===== src/rtl/lbp_stream.sv =====
// lbp_stream: streaming 3x3 Local Binary Pattern engine.
// Every gray pixel is fetched once in raster order. Two column-indexed line
// buffers and a 3x3 window rebuild each neighbourhood. One 8-bit code is
// written per emitted center pixel.
module lbp_stream #(
  parameter int IMG_W  = 128,
  parameter int IMG_H  = 128,
  parameter int DW     = 8,
  parameter int AW     = 14,
  parameter int BORDER = 0
) (
  input  logic          clk,
  input  logic          reset,
  input  logic          gray_ready,
  output logic          gray_req,
  output logic [AW-1:0] gray_addr,
  input  logic [DW-1:0] gray_data,
  output logic          lbp_valid,
  output logic [AW-1:0] lbp_addr,
  output logic [7:0]    lbp_data,
  output logic          finish
);

  localparam int CW = (IMG_W > 2) ? $clog2(IMG_W) : 2;
  localparam int RW = (IMG_H > 2) ? $clog2(IMG_H) : 2;

  localparam logic [AW-1:0] P_LAST      = AW'(IMG_W * IMG_H - 1);
  localparam logic [AW-1:0] Q_OFS       = AW'(IMG_W + 1);
  localparam logic [AW-1:0] DRAIN_FIRST = AW'(IMG_W * IMG_H - IMG_W - 1);
  localparam logic [CW-1:0] COL_LAST    = CW'(IMG_W - 1);
  localparam logic [RW-1:0] ROW_LAST    = RW'(IMG_H - 1);

  typedef enum logic [1:0] {
    IDLE  = 2'd0,
    READ  = 2'd1,
    DRAIN = 2'd2,
    DONE  = 2'd3
  } state_t;

  state_t        state_r;
  logic [AW-1:0] p_r;          // fetch index
  logic          vld_d_r;      // a pixel is on gray_data this cycle
  logic [CW-1:0] col_r;        // column of the arriving pixel
  logic [RW-1:0] row_r;        // row of the arriving pixel
  logic [AW-1:0] in_p_r;       // raster index of the arriving pixel
  logic [AW-1:0] drain_q_r;    // next zero-coded center during drain

  logic [DW-1:0] lb_a_r [IMG_W];   // previous row, by column
  logic [DW-1:0] lb_b_r [IMG_W];   // two rows back, by column
  logic [DW-1:0] win_r  [3][3];    // [row][col], row 0 on top
  logic [DW-1:0] win_nxt_s [3][3];

  logic          accept_s;
  logic          interior_s;
  logic          emit_any_s;
  logic [AW-1:0] q_s;
  logic [7:0]    code_s;

  // Code bit set when the neighbour is not smaller than the center.
  function automatic logic [7:0] lbp_code(
    input logic [DW-1:0] c,
    input logic [DW-1:0] n0, input logic [DW-1:0] n1,
    input logic [DW-1:0] n2, input logic [DW-1:0] n3,
    input logic [DW-1:0] n4, input logic [DW-1:0] n5,
    input logic [DW-1:0] n6, input logic [DW-1:0] n7
  );
    return {n7 >= c, n6 >= c, n5 >= c, n4 >= c,
            n3 >= c, n2 >= c, n1 >= c, n0 >= c};
  endfunction

  assign accept_s  = (state_r == READ) && gray_ready;
  assign gray_req  = accept_s;
  assign gray_addr = p_r;

  // The center sits one row up and one column left of the arriving pixel.
  // A column-0 arrival places the center in the last column of an earlier
  // row, so it is never interior. This is what blanks row-straddling windows.
  assign interior_s = (col_r >= CW'(2)) && (row_r >= RW'(2));
  assign emit_any_s = (in_p_r >= Q_OFS);
  assign q_s        = in_p_r - Q_OFS;

  // Next window: shift left, new right column from line buffers and input.
  always_comb begin
    for (int i = 0; i < 3; i++) begin
      win_nxt_s[i][0] = win_r[i][1];
      win_nxt_s[i][1] = win_r[i][2];
    end
    win_nxt_s[0][2] = lb_b_r[col_r];
    win_nxt_s[1][2] = lb_a_r[col_r];
    win_nxt_s[2][2] = gray_data;
    code_s = lbp_code(win_nxt_s[1][1],
                      win_nxt_s[0][0], win_nxt_s[0][1], win_nxt_s[0][2],
                      win_nxt_s[1][0], win_nxt_s[1][2],
                      win_nxt_s[2][0], win_nxt_s[2][1], win_nxt_s[2][2]);
  end

  // Line buffers and window advance only on a real data slot.
  always_ff @(posedge clk) begin
    if (reset) begin
      for (int i = 0; i < IMG_W; i++) begin
        lb_a_r[i] <= '0;
        lb_b_r[i] <= '0;
      end
      for (int i = 0; i < 3; i++) begin
        for (int j = 0; j < 3; j++) begin
          win_r[i][j] <= '0;
        end
      end
    end else if (vld_d_r) begin
      lb_b_r[col_r] <= lb_a_r[col_r];
      lb_a_r[col_r] <= gray_data;
      for (int i = 0; i < 3; i++) begin
        for (int j = 0; j < 3; j++) begin
          win_r[i][j] <= win_nxt_s[i][j];
        end
      end
    end
  end

  // Control FSM, fetch/position counters and registered LBP outputs.
  always_ff @(posedge clk) begin
    if (reset) begin
      state_r   <= IDLE;
      p_r       <= '0;
      vld_d_r   <= 1'b0;
      col_r     <= '0;
      row_r     <= '0;
      in_p_r    <= '0;
      drain_q_r <= DRAIN_FIRST;
      lbp_valid <= 1'b0;
      lbp_addr  <= '0;
      lbp_data  <= 8'h00;
      finish    <= 1'b0;
    end else begin
      lbp_valid <= 1'b0;
      vld_d_r   <= accept_s;

      if (vld_d_r) begin
        if (interior_s) begin
          lbp_valid <= 1'b1;
          lbp_addr  <= q_s;
          lbp_data  <= code_s;
        end else if ((BORDER != 0) && emit_any_s) begin
          lbp_valid <= 1'b1;
          lbp_addr  <= q_s;
          lbp_data  <= 8'h00;
        end
        if (col_r == COL_LAST) begin
          col_r <= '0;
          if (row_r != ROW_LAST) row_r <= row_r + RW'(1);
        end else begin
          col_r <= col_r + CW'(1);
        end
        if (in_p_r != P_LAST) in_p_r <= in_p_r + AW'(1);
      end

      case (state_r)
        IDLE: begin
          if (gray_ready) state_r <= READ;
        end
        READ: begin
          if (accept_s) begin
            if (p_r == P_LAST) state_r <= DRAIN;
            else               p_r     <= p_r + AW'(1);
          end
        end
        DRAIN: begin
          if (vld_d_r) begin
            // Final pixel is being coded now; without a border tail we are done.
            if (BORDER == 0) state_r <= DONE;
          end else if (BORDER != 0) begin
            lbp_valid <= 1'b1;
            lbp_addr  <= drain_q_r;
            lbp_data  <= 8'h00;
            if (drain_q_r == P_LAST) state_r   <= DONE;
            else                     drain_q_r <= drain_q_r + AW'(1);
          end else begin
            state_r <= DONE;
          end
        end
        DONE: begin
          finish <= 1'b1;
        end
        default: begin
          state_r <= IDLE;
        end
      endcase
    end
  end

endmodule


===== config.mk =====
export PLATFORM = sky130hd
export DESIGN_NAME = lbp_stream
export DESIGN_NICKNAME = d
export VERILOG_FILES = /design/src/rtl/lbp_stream.sv
export SDC_FILE = /design/constraint.sdc
export NUM_CORES = 2
export LEC_CHECK = 0
export ABC_AREA = 0
export CAP_MARGIN = 10
export CORE_MARGIN = 5
export CORE_UTILIZATION = 55
export CTS_CLUSTER_DIAMETER = 50
export DETAILED_ROUTE_END_ITERATION = 10
export DONT_BUFFER_PORTS = 1
export PLACE_DENSITY = 0.73
export SLEW_MARGIN = 20
export SYNTH_ARGS = -nofsm -noshare
export SYNTH_HDL_FRONTEND = slang
export SYNTH_SLANG_ARGS = --single-unit

===== constraint.sdc =====
create_clock -name clk -period 11.09 [get_ports clk]
set_input_delay 3.327 -clock clk [delete_from_list [all_inputs] [get_ports clk]]
set_output_delay 3.327 -clock clk [all_outputs]
set_load 0.1 [all_outputs]

==> results.sh <==
export IMPL_crit_fanout=3
export IMPL_vias=61600
export IMPL_nNetsFinal=6982
export IMPL_postRouteWirelength_um=278000
export IMPL_io_buffer_count=0
export IMPL_status="completed"
export IMPL_clock_latency_ps=850
export IMPL_clk_pin_slew_ps=60
export IMPL_globalRoute_totalOverflow=0
export IMPL_io_pins=50
export IMPL_wl_per_cell_um=29.5
export IMPL_rsz0062_at_grt="no"
export IMPL_drv_slew=0
export IMPL_worst_pin_slew_ps=1270
export IMPL_ys_ff_latch=2172
export IMPL_syn_area_mm2=0.0982
export IMPL_hold_path_class="reg2reg"
export IMPL_cts_setup_buffers=0
export IMPL_die_w_um=433
export IMPL_path_depth=2
export IMPL_hold_viol=0
export IMPL_synth_edf_count=2096
export IMPL_setup_slack_ps=3710
export IMPL_max_slew_margin_pct=15.4
export IMPL_dr_pass1_iters=6
export IMPL_crit_start="gray_ready"
export IMPL_p_leak_nw=38.3
export IMPL_syn_to_final_growth_pct=8.52
export IMPL_crit_arrival_ps=4050
export IMPL_powerDensity_mw_per_mm2=169
export IMPL_yosys_warnings=0
export IMPL_drt_first_iter_violations=9495
export IMPL_place_area_mm2=0.0995
export IMPL_grt_max_degree=200
export IMPL_slowest_stage="inv_1"
export IMPL_drc=0
export IMPL_syn_instance_count=7200
export IMPL_antenna_found_initial=11
export IMPL_vdd_drop_max_v=0.000162
export IMPL_async_flop_share_pct=0
export IMPL_max_freq_mhz=136
export IMPL_finalCritPeriodShare_pct=66.5
export IMPL_cts_sinks=2172
export IMPL_drive_above_1_share_pct=12.5
export IMPL_grt_util_all_layers_pct=29.5
export IMPL_cts_buffers=213
export IMPL_layout_cells_most_common="edfxtp_1"
export IMPL_cts_max_level=4
export IMPL_cts_max_path_buffers=3
export IMPL_final_area_mm2=0.107
export IMPL_skew_ps=43.9
export IMPL_critPathCaptureType="output pin"
export IMPL_gp_congestion=0.940
export IMPL_setup_viol=0
export IMPL_crit_chain="nand2_1, inv_1"
export IMPL_worstHoldPathCells=2
export IMPL_fin_crit_ps=7380
export IMPL_hpwl_um=169000
export IMPL_dieArea_mm2=0.187
export IMPL_ant_nets=0
export IMPL_place_ws_ps=3710
export IMPL_syn_nets=7287
export IMPL_start_util_pct=55.2
export IMPL_crit_family="buffers and inverters"
export IMPL_path_class="in2out"
export IMPL_clockRootBuffer="clkbuf_16"
export IMPL_synth_cell_types=60
export IMPL_finalPower_mw=18.0
export IMPL_cts_tree="yes"
export IMPL_grt_pass1_wl_um=405000
export IMPL_ys_seq_area_share_pct=65.6
export IMPL_synth_main_ff_cell="edfxtp_1"
export IMPL_tns_ps=0
export IMPL_crit_buf_inv=1
export IMPL_reg2reg_depth=11
export IMPL_maxCapViolCount=0
export IMPL_grt_pass1_vias=59900
export IMPL_die_h_um=433
export IMPL_coreArea_mm2=0.178
export IMPL_cp_slowest_stage_delay_ps=650
export IMPL_min_from="row_r[6]"
export IMPL_vias_per_cell=6.52
export IMPL_worstPathRequired_ps=7760
export IMPL_startpoint_type="input port"
export IMPL_syn_area_per_cell_um2=13.6
export IMPL_cts_resized=0
export IMPL_final_cell_mix="edfxtp_1 (2096), nor2_1 (1347), and3_1 (567), mux2i_1 (459), and2_1 (367)"
export IMPL_rows=155
export IMPL_hold_buffers=0
-- power breakdown --
| group | internal, mW | switching [mW] |
|---|---|---|
| clock network | 4.11 | 3.15 |
| logic | 0.398 | 0.964 |
| registers | 9.25 | 0.123 |
| total | 13.8 | 4.24 |
-- state kept, by name, summed over array words and instances (netlist names), 2 cells and up, named ones only --
name	cells
col_r	7
gray_addr	14
in_p_r	14
lb_a_r	1024
lb_b_r	1024
lbp_addr	14
lbp_data	8
row_r	7
state_r	2
win_r	48
-- cells by family after synthesis --
logic type               share of synthesized area, %
AND/OR/NAND/NOR                                  14.3
flip-flops                                       65.6
multiplexers                                     12.0
buffers and inverters                            3.01
AO/OA/AOI/OAI                                    3.79
adder cells (fa/ha/maj)                         0.968
XOR/XNOR                                        0.383
-- final cells by class --
type	instances	area, um^2
Antenna cell	8	20.0
Clock buffer	265	5750
Clock inverter	134	1230
Fill cell	13300	71500
Inverter	42	163
Multi-Input combinational cell	4357	31000
Sequential cell	2172	64500
Tap cell	2355	2950
Timing Repair Buffer	109	955
-- cell usage after synthesis, drive strengths merged (25+ instances only) --
cell type  count  share of area (%)
nand3         90               0.46
mux2i        459                4.7
inv           42               0.16
or2           50               0.32
o21ai         49               0.25
mux4         297                6.8
nand2        268                1.0
dfxtp         76                1.5
clkbuf       387                1.5
and3         568                3.6
a21oi         87               0.44
a211oi        38               0.29
mux2          41               0.47
buf          242                1.4
a22oi        221                1.7
ha            76               0.97
nor2b         25               0.16
and2         370                2.4
o22ai         25               0.16
nand2b        99               0.63
edfxtp      2096                 64
a21o          26               0.20
nor2        1363                5.2
-- metal layers --
metal / share of wire (%) / GRT usage, % / routed length, um
met1: 36 / 40.2 / 101000
met2: 46 / 45.2 / 127000
met3: 12 / 6.80 / 34100
met4: 5.8 / 14.6 / 16200
met5: 0.0065 / 0 / 18
-- final timing paths --
check	end	slack, ps
max	gray_req	3710
min	row_r[6]	520
max reg2reg	lb_b_r[24][3]	4230
min reg2reg	row_r[6]	520
-- through the flow --
stage	std cells	hold slack, ps	utilization (%)
6_report	9442	518	59.9
5_1_grt	9434	563	59.8
4_1_cts	9433	514	59.8
3_5_place_dp	9034	502	55.9
3_3_place_gp	9034	487	55.9
2_1_floorplan	7200	460	-
Power figures use the tool's default switching activity.
